===== config.mk =====
export PLATFORM = sky130hd
export DESIGN_NAME = ahb_apb_bridge_param
export DESIGN_NICKNAME = d
export VERILOG_FILES = /design/src/rtl/ahb_apb_bridge_param.sv
export SDC_FILE = /design/constraint.sdc
export NUM_CORES = 1
export LEC_CHECK = 0
export CORE_MARGIN = 3
export CORE_UTILIZATION = 31
export CTS_CLUSTER_DIAMETER = 150
export DETAILED_ROUTE_END_ITERATION = 16
export PLACE_DENSITY = 0.78
export SETUP_SLACK_MARGIN = 0.4
export SYNTH_ARGS = -nofsm -noshare
export SYNTH_HDL_FRONTEND = slang
export SYNTH_SLANG_ARGS = --single-unit
export TNS_END_PERCENT = 1

===== constraint.sdc =====
create_clock -name HCLK -period 2 [get_ports HCLK]
set_clock_uncertainty 0.1 [all_clocks]
set_input_delay 0.5 -clock HCLK [delete_from_list [all_inputs] [get_ports HCLK]]
set_output_delay 0.5 -clock HCLK [all_outputs]
set_load 0.1 [all_outputs]

===== src/rtl/ahb_apb_bridge_param.sv =====
// AHB-Lite slave to APB3/APB4 master bridge with a configurable slot count,
// slot-decode field, optional PREADY timeout and a two-cycle AHB ERROR response.
// Unmapped slots, PSLVERR and timeouts all return ERROR.
module ahb_apb_bridge_param #(
  parameter int unsigned NUM_SLAVES = 16,
  parameter int unsigned SEL_LSB    = 24,
  parameter int unsigned TIMEOUT    = 0,
  parameter bit          APB4       = 1'b1
) (
  input  logic                  HCLK,
  input  logic                  HRESET,
  input  logic                  HSEL,
  input  logic [31:0]           HADDR,
  input  logic                  HWRITE,
  input  logic [1:0]            HTRANS,
  input  logic [2:0]            HSIZE,
  input  logic [3:0]            HPROT,
  input  logic [31:0]           HWDATA,
  input  logic                  HREADYIN,
  output logic                  HREADYOUT,
  output logic                  HRESP,
  output logic [31:0]           HRDATA,
  output logic [NUM_SLAVES-1:0] PSEL,
  output logic [31:0]           PADDR,
  output logic                  PWRITE,
  output logic                  PENABLE,
  output logic [31:0]           PWDATA,
  output logic [3:0]            PSTRB,
  output logic [2:0]            PPROT,
  input  logic [31:0]           PRDATA,
  input  logic                  PREADY,
  input  logic                  PSLVERR
);

  typedef enum logic [2:0] {
    IDLE,
    SETUP,
    ACCESS,
    ERR1,
    ERR2
  } state_t;

  localparam logic [15:0] TO_LAST = (TIMEOUT == 0) ? 16'd0 : 16'(TIMEOUT - 1);

  state_t      state, state_nx;
  logic [3:0]  slot_q;
  logic [31:0] paddr_q;
  logic        pwrite_q;
  logic [3:0]  pstrb_q;
  logic [2:0]  pprot_q;
  logic [31:0] pwdata_q;
  logic [15:0] tcnt;

  logic [3:0]  slot_in;
  logic        mapped_in;
  logic        req;
  logic        done_ok;
  logic        timed_out;
  logic        accept;
  logic [3:0]  strb_in;
  logic [2:0]  prot_in;
  logic [NUM_SLAVES-1:0] sel_dec;
  state_t      accept_target;

  assign slot_in   = HADDR[SEL_LSB+3:SEL_LSB];
  assign mapped_in = (32'(slot_in) < NUM_SLAVES);
  assign req       = HSEL & HREADYIN & HTRANS[1];
  assign done_ok   = (state == ACCESS) & PREADY & ~PSLVERR;
  assign timed_out = (TIMEOUT != 0) && (state == ACCESS) && !PREADY && (tcnt == TO_LAST);
  assign accept    = req & ((state == IDLE) | (state == ERR2) | done_ok);
  assign accept_target = mapped_in ? SETUP : ERR1;

  // Byte strobes and protection bits derived from the address-phase attributes.
  always_comb begin
    strb_in = 4'h0;
    if (HWRITE) begin
      if (!APB4) begin
        strb_in = 4'hF;
      end else begin
        case (HSIZE)
          3'd0:    strb_in = 4'b0001 << HADDR[1:0];
          3'd1:    strb_in = HADDR[1] ? 4'b1100 : 4'b0011;
          default: strb_in = 4'hF;
        endcase
      end
    end
    prot_in = APB4 ? {~HPROT[0], 1'b1, HPROT[1]} : 3'b000;
  end

  // State register.
  always_ff @(posedge HCLK) begin
    if (HRESET) state <= IDLE;
    else        state <= state_nx;
  end

  // Next-state and AHB response.
  always_comb begin
    state_nx  = state;
    HREADYOUT = 1'b1;
    HRESP     = 1'b0;
    case (state)
      IDLE: begin
        if (accept) state_nx = accept_target;
      end
      SETUP: begin
        HREADYOUT = 1'b0;
        state_nx  = ACCESS;
      end
      ACCESS: begin
        if (PREADY && !PSLVERR) begin
          state_nx = accept ? accept_target : IDLE;
        end else if (PREADY || timed_out) begin
          HREADYOUT = 1'b0;
          HRESP     = 1'b1;
          state_nx  = ERR2;
        end else begin
          HREADYOUT = 1'b0;
        end
      end
      ERR1: begin
        HREADYOUT = 1'b0;
        HRESP     = 1'b1;
        state_nx  = ERR2;
      end
      ERR2: begin
        HRESP    = 1'b1;
        state_nx = accept ? accept_target : IDLE;
      end
      default: state_nx = IDLE;
    endcase
  end

  // Latch address-phase attributes on accept; capture write data at end of SETUP.
  always_ff @(posedge HCLK) begin
    if (HRESET) begin
      slot_q   <= '0;
      paddr_q  <= '0;
      pwrite_q <= 1'b0;
      pstrb_q  <= '0;
      pprot_q  <= '0;
      pwdata_q <= '0;
    end else begin
      if (accept) begin
        slot_q   <= slot_in;
        paddr_q  <= HADDR;
        pwrite_q <= HWRITE;
        pstrb_q  <= strb_in;
        pprot_q  <= prot_in;
      end
      if (state == SETUP) pwdata_q <= HWDATA;
    end
  end

  // Count ACCESS cycles spent waiting on PREADY; cleared outside the wait.
  always_ff @(posedge HCLK) begin
    if (HRESET)                          tcnt <= '0;
    else if (state == ACCESS && !PREADY) tcnt <= tcnt + 16'd1;
    else                                 tcnt <= '0;
  end

  // One-hot slot decode and APB outputs.
  always_comb begin
    sel_dec = '0;
    for (int unsigned i = 0; i < NUM_SLAVES; i++) sel_dec[i] = (32'(slot_q) == i);
    PSEL    = ((state == SETUP) || (state == ACCESS)) ? sel_dec : '0;
    PENABLE = (state == ACCESS);
    PWDATA  = (state == SETUP) ? HWDATA : pwdata_q;
  end

  assign PADDR  = paddr_q;
  assign PWRITE = pwrite_q;
  assign PSTRB  = pstrb_q;
  assign PPROT  = pprot_q;
  assign HRDATA = PRDATA;

endmodule

# Yosys cells after proc, flatten, opt, wreduce, memory -nomap -nowiden

Index checks and enable logic that the tools add are counted.

Muxes and demuxes: 15
Shift-type cells: 1
Reduce and logical (&&, ||, !) cells: 9
Bitwise operators: 9
Equal/unequal tests: 22

Operator list:

| operator                                               | count |
|---|---|
| == test 4 bit (second input constant)                  | 8 |
| 2-to-1 mux 32 bit                                      | 1 |
| == test 4 x 3 -> 1 bit (second input constant)         | 4 |
| 2-to-1 mux 16 bit                                      | 1 |
| one-hot mux 3 bit (5 select lines)                     | 1 |
| 2-to-1 mux 3 bit                                       | 3 |
| == test 4 x 2 -> 1 bit (second input constant)         | 2 |
| 2-to-1 mux 4 bit                                       | 2 |
| one-hot mux 4 bit (2 select lines)                     | 1 |
| == test 3 x 1 -> 1 bit (second input constant)         | 2 |
| == test 3 x 2 -> 1 bit (second input constant)         | 2 |
| zero test 3 bit                                        | 2 |
| AND 1 bit                                              | 5 |
| == test 4 x 1 -> 1 bit (second input constant)         | 1 |
| zero test 4 bit                                        | 1 |
| 2-to-1 mux 1 bit                                       | 4 |
| one-hot mux 1 bit (2 select lines)                     | 2 |
| OR reduction 2 bit                                     | 2 |
| left shift 1 x 2 -> 4 bit (first input constant)       | 1 |
| == test 3 bit (second input constant)                  | 1 |
| inequality test 3 x 1 -> 1 bit (second input constant) | 1 |
| inequality test 2 bit (second input constant)          | 1 |
| NOT 1 bit                                              | 2 |
| OR 1 bit                                               | 2 |
| other kinds (4)                                        | 4 |

Word-level logic and storage cells: 63
Bits in registers: 79
Input bits: 112

# Logic depth before layout (Yosys ltp)

Word-level depth: 8
Depth in mapped cells: 6
Depth with buffers taken out: 4

# Least setup slack after synthesis

No wires, ideal clock.

Path kind: reg-to-output
Start point: reg slot_q[2]
End point: out PSEL[12]
Arrival: 3.358 ns
Stages on the path, launching flop included: 3
Required time: 1.400 ns
Buffers on the path: 0
Path slack: -1.958 ns
Cell sequence: dfxtp_1 -> nand3_1 -> nor3_1

Word-level cells in the longest chain between the ends: 2

Ends and longest elaborated chain:

| what                   | line | RTL |
|---|---|---|
| from (decl)            | 46   | `logic [3:0] slot_q;` |
| from (signal assigned) | 144  | `slot_q <= slot_in;` |
| == test 4 bit          | 164  | `for (int unsigned i = 0; i < NUM_SLAVES; i++) sel_dec[i] = (32'(slot_q) == i);` |
| 2-to-1 mux 16 bit      | 165  | `PSEL = ((state == SETUP) \|\| (state == ACCESS)) ? sel_dec : '0;` |
| to (decl)              | 23   | `output logic [NUM_SLAVES-1:0] PSEL,` |

No other way between the ends.

# Worst setup path in the final report

Start point: in PREADY
End point: out HREADYOUT

Word-level cells in the longest chain between the ends: 3

Ends and longest elaborated chain:

| what                               | line | RTL |
|---|---|---|
| from (decl)                        | 31   | `input logic PREADY,` |
| logical AND 1 bit                  | 110  | `if (PREADY && !PSLVERR) begin` |
| 2-to-1 mux 1 bit                   | 110  |  |
| one-hot mux 1 bit (2 select lines) | 101  | `case (state)` |
| to (decl)                          | 20   | `output logic HREADYOUT,` |

No other way between the ends.

==> run metrics <==
Sw Pwr=1.17 mW; Placement Rows=36; Hold Path Class=reg -> reg; Top Layer Used=met4; final worst slack=-0.459 ns; Synth Area per Inst=8.75 um^2; post-synthesis cell type count=23; largest net degree at the start of global routing=76; switching share of power=31.7%; Hold WS=0.394 ns; startpoint types=primary input; Vias/cell=4.56; power density cells=592 nW/um^2; register area=1520 um^2; Flop pwr share=42.5%; Layout area overhead=97.8%; CTS root buf=clkbuf_8; WL met1=3.41 mm; metal2 WL=5.30 mm; Sink Count=75; DR vias=2,941; Port Buf Inserts=167; core area=9820 um^2; Fin. Hold Viols=0; initial core utilization=32.1%; Tcrit/Tclk final=123%; Post-synth top cells=dfxtp_1, nand2_1, a21oi_1; antenna-violating nets left=0; diodes inserted=0; metal3 WL=815 um; Yosys warnings=0; htree depth=3; CTS buffer count=9; clk buf depth=2; Yosys top cell by area=dfxtp_1; TritonCTS clock tree=built; Final min period=2.46 ns; Die ar.=11,400 um^2; async set-reset flop share out of synthesis=0%; DRT Pass-1 Iters=4; DR iter-0 viols=59; Worst Tran Pin Value=0.417 ns; GR Overflow Total=0; filler cell count=787; Die H=107 um; slew margin rel.=72.2%; run status=finished, violations left; Worst Path Arrival=1.86 ns; DRC Markers=0; Util after Layout=63.5%; Clock Latency Late Sink=0.33 ns; Post-Place Worst Slack=-0.479 ns; mapped cell area=3150 um^2; Static Leakage=2.32 nW; CP Data Required Time=1.40 ns; Design Power=3.69 mW; dpl hpwl=7.52 mm; WL/cell=15.1 um; Peak VDD IR=408 uV; Syn Inst Count=360; Setup crit end kind=output pin; Final setup viols=89; Main synth FF type=dfxtp_1; final wirelength=9.73 mm; number of global-route vias before repair=3,141; I/O pin count=235; layout cells sized above 1=38.3%; cell count after placement=629; die width=107 um; Multi-input gate area=1550 um^2; GP Congestion=0.739; Synth Register Bits=75; crit path kind=in -> out; Post-synth EDFFs=0; clk slew on worst S/H paths=0.08 ns; first-pass GRT wire length=15.4 mm; Internal Power=2.52 mW; Max-Cap Viols=0; Nets=620; Clock power frac=30.9%; RSZ-0062 raised after global routing=yes; Gate power share=26.6%; Slew Viols, Final=0; count leader, synth=dfxtp_1; initial antenna violation count=0; sequential area share after synthesis=47.6%; Max FO, Critical Path=2; reg-to-reg slack, setup=0.07 ns; Synth area leaders=dfxtp_1, mux2_2, nand2_1; violated checks=negative setup slack; Non-Filler Instances=645; gr usage total=17.0%; Achievable Freq=407 MHz; Synth Net Count=472; share of the synthesized area in the top cell type=47.6%
==> registers in the layout, indices dropped and copies added, names as in the netlist <==
register and flops:
pwdata_q 32, slot_q 3, PPROT 3, PSTRB 4, PWRITE 1, state 3
PADDR 29
==> worst max-delay path: stages <==
cell	delay, ns
clkdlybuf4s50_1	0.48
or3b_1	0.39
a21oi_1	0.16
or2_2	0.15
buf_12	0.17
==> worst paths after layout <==
path / from / endpoint / cells after the start
setup / recovery: PREADY / HREADYOUT / 5
hold / removal: PSTRB[0]$_SDFFE_PP0N_ / PSTRB[0]$_SDFFE_PP0N_ / 2
setup reg to reg: state[2]$_SDFFE_PP0P_ / PSTRB[3]$_SDFFE_PP0N_ / 6
hold reg to reg: PSTRB[0]$_SDFFE_PP0N_ / PSTRB[0]$_SDFFE_PP0N_ / 2
==> per-layer routing <==
metal  global-route usage (%)  vias to the layer above
li1                         -                     1430
met1                     17.0                     1359
met2                     31.8                      130
met3                     6.14                       22
met4                     6.39                        0
met5                        0                        -
==> cell families after synthesis <==
kind of cell / share of synthesized area [%]
muxes: 11.4
and+or+nand+nor: 22.0
buffers and inverters: 10.5
DFF: 47.6
AOI/OAI and AO/OA: 8.46
==> stage by stage <==
stage	setup TNS [ns]	instance area, um^2
global placement	-17.04	5960
global route	-26.85	6230
finish	-20.41	6230
detailed placement	-19.29	5960
floorplan	-13.38	3330
CTS	-21.26	6210
==> power groups by stage <==
stage          clock (mW)  sequential, mW  combinational (mW)
2_1_floorplan           0            1.78               0.641
3_3_place_gp            0            1.60               0.960
3_5_place_dp            0            1.61               0.976
4_1_cts              1.18            1.57               0.985
5_1_grt              1.23            1.57                1.02
6_report             1.14            1.57               0.981
==> final cells by class <==
cell class | count | share of cell area, %
Inverter | 1 | 0.0602
Tap cell | 133 | 2.67
Clock inverter | 6 | 1.04
Clock buffer | 9 | 1.99
Sequential cell | 75 | 24.3
Multi-Input combinational cell | 232 | 24.9
Timing Repair Buffer | 189 | 45.0
==> repair_timing <==
item | in CTS | in global routing
pin swaps | 7 | 3
setup buffers | 1 | 0
hold buffers | 0 | 0
gates resized for setup | 18 | 7
endpoints found under the setup margin | 125 | 126
==> cells in the final DEF, fill, tap and decap left out, drive strengths merged <==
cell type and n:
nand3 6, clkbuf 9, o21ai 5, clkinv 3, nand2 74, clkdlybuf4s50 75, nand3b 2, dfxtp 75
o21a 1, or3b 2, nor3 6, nor2b 33, nor2 21, a211o 1, or2 1, clkinvlp 1
a21oi 41, inv 2, a211oi 2, bufinv 1, mux2 32, buf 114, nand2b 5
No activity file was read; power rests on OpenSTA's default activity.
==> RTL change 1, RTL diff (same flow settings) <==
`SEL_LSB`: 24 -> 12.
--- a/src/rtl/ahb_apb_bridge_param.sv
+++ b/src/rtl/ahb_apb_bridge_param.sv
@@ -5,3 +5,3 @@
   parameter int unsigned NUM_SLAVES = 16,
-  parameter int unsigned SEL_LSB    = 24,
+  parameter int unsigned SEL_LSB    = 12,
   parameter int unsigned TIMEOUT    = 0,
Formal check against the unedited RTL: not equivalent (a bounded check fails within 4 cycles, from zero or initial values and one cycle with HRESET high).
==> RTL change 1 against the unedited design <==
The run still ends with negative setup slack left. Global-route usage about the same. Non-clock buffer count increased by 5. Worst hold slack worse by 1.9 ps. Largest cell class unchanged. Core utilization grew 1.2 points. Power decreased by 2.4%. Cell count up 1.2%. Final area is 3.3% higher. Setup slack improved by 65 ps. Sequential cell count is the same. Area after synthesis rose by 2.7%. Synthesized cell count is 1.4% higher. Register-to-register slack lost 80 ps. Wire length increased by 4.5%. Count of clock-buffer cells in the layout did not move.
==> RTL change 1: results (changes against the unedited design) <==
sequential cell area fraction in the yosys report=46.4% (was 47.6%); buffer cell driving the clock tree root=sky130_fd_sc_hd__clkbuf_8 (unchanged); number of flip-flops under the largest register name=32 (unchanged); H-tree Lvls=3 (unchanged); met1 Usage GRT=17.5% (was 17.0%); post-detailed-route wirelength per cell=15.6 µm (was 15.1 µm); Clock Pin Slew Worst Setup and Hold Paths=around 70 ps; count of buffers from port buffering=167 (unchanged); status=finished, violations left (unchanged); unique cell type count in the Yosys netlist=27 (was 23); via count of the first global-routing pass=3181 (was 3141); most used standard cells in the synthesized netlist=sky130_fd_sc_hd__dfxtp_1, sky130_fd_sc_hd__nand2_1, sky130_fd_sc_hd__a21oi_1 (unchanged); nets=627 (was 620); share of flip-flops with an asynchronous set or reset after synthesis=0% (unchanged); met2 layer usage reported by global route=31.1% (was 31.8%); number of antenna diodes=0 (unchanged); DRC marker count from the first detailed-route iteration=97 (was 59); top cells by area in the synthesized netlist=sky130_fd_sc_hd__dfxtp_1, sky130_fd_sc_hd__mux2_2, sky130_fd_sc_hd__nand2_1 (unchanged); Hold/Removal Path Class=reg2reg (unchanged); launch point of the critical path=PREADY (unchanged); terminus of the critical flop-to-flop path=PPROT[2] (was PSTRB[3]); grt met3 use=6.87% (was 6.14%); number of cells traversed by the worst hold path=2 (unchanged); First-pass DRT Iterations=4 (unchanged); pin count of the biggest net entering global routing=31 (was 76); Worst-Margin Slew=538 ps (was 417 ps); antenna violations before repair=0 (unchanged); Setup WS pre-CTS=-487 ps (was -479 ps); fraction of final layout cells with drive strength greater than 1=41.5% (was 38.3%); number of vias after detailed routing=3016 (was 2941); standby leakage power=2.39 nW (was 2.32 nW); flop-to-flop setup slack=-10 ps (was 70 ps); total global routing track utilization=17.0% (about the same); Worst VDD drop=349 µV (was 408 µV); crit path to=HREADYOUT (unchanged); final setup violation count=90 (was 89); reg2reg start=state[2] (unchanged); most frequently used flop master after synthesis=sky130_fd_sc_hd__dfxtp_1 (unchanged); final non-filler cell total=653 (was 645); number of warnings issued by yosys=0 (unchanged); setup ws final=-394 ps (was -459 ps); number of cells on the worst reg-to-reg path=7 (was 6); routability congestion estimate=0.782 (was 0.739); maximum root-to-sink buffer count=2 (unchanged); first-pass GRT wire length=15700 µm (was 15400 µm); number of buffers created by CTS=9 (unchanged); most flop-heavy register=pwdata_q (unchanged); clock insertion delay at the later pin of the skew report=330 ps (about the same); Critical Path AT=1790 ps (was 1860 ps); nets in the synthesized netlist=477 (was 472); failing checks=negative setup slack (unchanged); number of instances in the synthesized netlist=365 (was 360); number of max-cap violations=0 (unchanged); post-detailed-placement half-perimeter wirelength=7660 µm (was 7520 µm)
[RTL change 1: cells by family (layout without fill, tap and decap cells)]
kind of cell	after synthesis	count (layout)	synth area share [%]
AO/OA/AOI/OAI	48	48	8.23
XOR/XNOR	1	1	0.271
buffers and inverters	56	211	11.9
flip-flops	75	75	46.4
multiplexers	33	33	11.4
AND/OR/NAND/NOR	152	152	21.8
[RTL change 1: routing by layer]
metal	part of all wire, %	vias up	wire, µm
li1	-	1456	-
met1	37	1419	3790
met2	52	120	5310
met3	9.1	21	921
met4	1.6	0	160
met5	0	-	0
[RTL change 1: cell type report]
type / instances / area (µm²)
multi-input combinational: 234 / 1650
sequential: 75 / 1520
inverter: 1 / 3.75
fill: 745 / 3520
tap: 133 / 166
timing repair buffer: 194 / 2930
clock inverter: 7 / 45.0
clock buffer: 9 / 124
[RTL change 1: per-stage QoR]
step | hold WS [ps] | util [%] | setup TNS, ps | instance area [µm²]
finish | 392 | 64.7 | -17020 | 6440
global route | 413 | 64.7 | -23450 | 6440
global placement | 377 | 60.1 | -19880 | 5990
CTS | 395 | 63.2 | -18270 | 6290
detailed placement | 385 | 60.1 | -21310 | 5990
floorplan | 419 | - | -10940 | 3420
[RTL change 1: timing repair]
action | 4_1_cts | 5_1_grt
buffers inserted | 1 | 0
setup endpoints to repair | 128 | 127
resized for setup | 31 | 25
pin swaps | 20 | 6
cloned | 1 | 2
[RTL change 1: worst min-delay path by stage]
stage / startpoint / end / slack, ps
floorplan: state[2] / state[1] / 420
global placement: PSTRB[2] / PSTRB[2] / 380
detailed placement: PWRITE / PWRITE / 380
CTS: PWRITE / PWRITE / 400
global route: PWRITE / PWRITE / 410
finish: PWRITE / PWRITE / 390
[RTL change 1: critical path, stage by stage]
cell,delay [ps]
sky130_fd_sc_hd__clkdlybuf4s50_1,470
sky130_fd_sc_hd__or3b_4,390
sky130_fd_sc_hd__a21oi_2,130
sky130_fd_sc_hd__or2_4,130
sky130_fd_sc_hd__buf_12,160
[RTL change 1: report_power, final]
part	total [W]	switching, W	leakage (nW)	internal [W]
Combinational	0.00102	0.000581	1.69	0.000440
Sequential	0.00157	0.0000362	0.613	0.00153
Clock	0.00101	0.000568	0.0887	0.000445
Total	0.00360	0.00119	2.39	0.00241
==> RTL change 2, RTL diff (same settings) <==
Made on the original files. Encoding of `state_t`: now one-hot (5 bits for 5 states).
--- a/src/rtl/ahb_apb_bridge_param.sv
+++ b/src/rtl/ahb_apb_bridge_param.sv
@@ -34,8 +34,8 @@
 
-  typedef enum logic [2:0] {
-    IDLE,
-    SETUP,
-    ACCESS,
-    ERR1,
-    ERR2
+  typedef enum logic [4:0] {
+    IDLE   = 5'b00001,
+    SETUP  = 5'b00010,
+    ACCESS = 5'b00100,
+    ERR1   = 5'b01000,
+    ERR2   = 5'b10000
   } state_t;
Behaviour: no difference found for any inputs over 10 cycles, from zero or initial values and one cycle with HRESET high; not proved beyond that.
==> RTL change 2 against the unedited design <==
The run still ends with negative setup slack left. Power grew 7.5%. Sequential cell count grew 1. Wire length grew 20%. Setup slack lost 36 ps. Final area grew 11%. Area after synthesis grew 14%. Clock power grew 39%. Sequential share of layout area shrank 2.1 points. Critical endpoint is now PWDATA[30].
==> RTL change 2: results (changes against the unedited design) <==
failing checks=negative setup slack (unchanged); final setup violation count=51 (was 89); setup ws final=-494 ps (was -459 ps); path type of the worst setup path=reg2out (was in2out); total global routing track utilization=17.9% (was 17.0%); sequential fraction of total cell area=22.2% (was 24.3%); non-clock inverter count=4 (was 1); ratio of routed vias to standard cells=4.98 (was 4.56); cell area after placement=6450 µm² (was 5960 µm²); sequential cell area fraction in the yosys report=42.2% (was 47.6%); non-clock buffer share of cell area=43.5% (was 45.0%); CP max stage delay=370 ps (was 480 ps); top fanout value on the critical path=8 (was 2); Min-Delay Endpoint=PADDR[30] (was PSTRB[0]); reg2reg start=state[0] (was state[2]); status=finished, violations left (unchanged); Resize count post-CTS=19 (was 18); share of total power in the clock network=40.2% (was 30.9%); nets in the synthesized netlist=499 (was 472); buffer count from post-CTS setup fixing=4 (was 1); post-synthesis share of cell area spent on xor and xnor gates=0.243% (was 0%); Worst VDD drop=491 µV (was 408 µV); Sw Share=27.2% (was 31.7%); launch point of the worst hold path=PADDR[30] (was PSTRB[0]); synthesized area=3600 µm² (was 3150 µm²); Critical Path AT=1890 ps (was 1860 ps); Critical-path top delay cell=sky130_fd_sc_hd__dfxtp_4 (was sky130_fd_sc_hd__clkdlybuf4s50_1); launch point of the critical path=state[2] (was PREADY); top cells by area in the synthesized netlist=sky130_fd_sc_hd__dfxtp_1, sky130_fd_sc_hd__mux2_4, sky130_fd_sc_hd__buf_4 (was sky130_fd_sc_hd__dfxtp_1, sky130_fd_sc_hd__mux2_2, sky130_fd_sc_hd__nand2_1); Clock Pin Slew Worst Setup and Hold Paths=60 ps (was 80 ps); post-detailed-placement half-perimeter wirelength=8260 µm (was 7520 µm); pin count of the biggest net entering global routing=43 (was 76); nets=649 (was 620); via count of the first global-routing pass=3622 (was 3141)
==> RTL change 2: cell types whose count changed after synthesis, sizes merged, moves of 3 or more <==
cell / before / now
and2b: 0 / 28
clkbuf: 10 / 19
nor2: 21 / 18
inv: 1 / 4
o21ai: 5 / 43
nor2b: 33 / 6
nand4: 0 / 3
nand2: 74 / 3
nand3: 6 / 38
==> RTL change 2: per-layer routing <==
layer / global-route usage, % / part of all wire, % / routed length [µm]
met3: 3.98 / 5.4 / 627
met5: 0 / 0 / 0
met2: 32.4 / 53 / 6150
met4: 7.92 / 3.0 / 354
met1: 20.1 / 39 / 4540
==> RTL change 2: through the flow <==
| step | utilization, % | instances | TNS [ps] |
|---|---|---|---|
| 2_1_floorplan | - | 387 | -14420 |
| 3_3_place_gp | 58.3 | 658 | -13070 |
| 3_5_place_dp | 58.3 | 658 | -15780 |
| 4_1_cts | 62.4 | 680 | -21790 |
| 5_1_grt | 62.7 | 681 | -23620 |
| 6_report | 62.7 | 681 | -20040 |
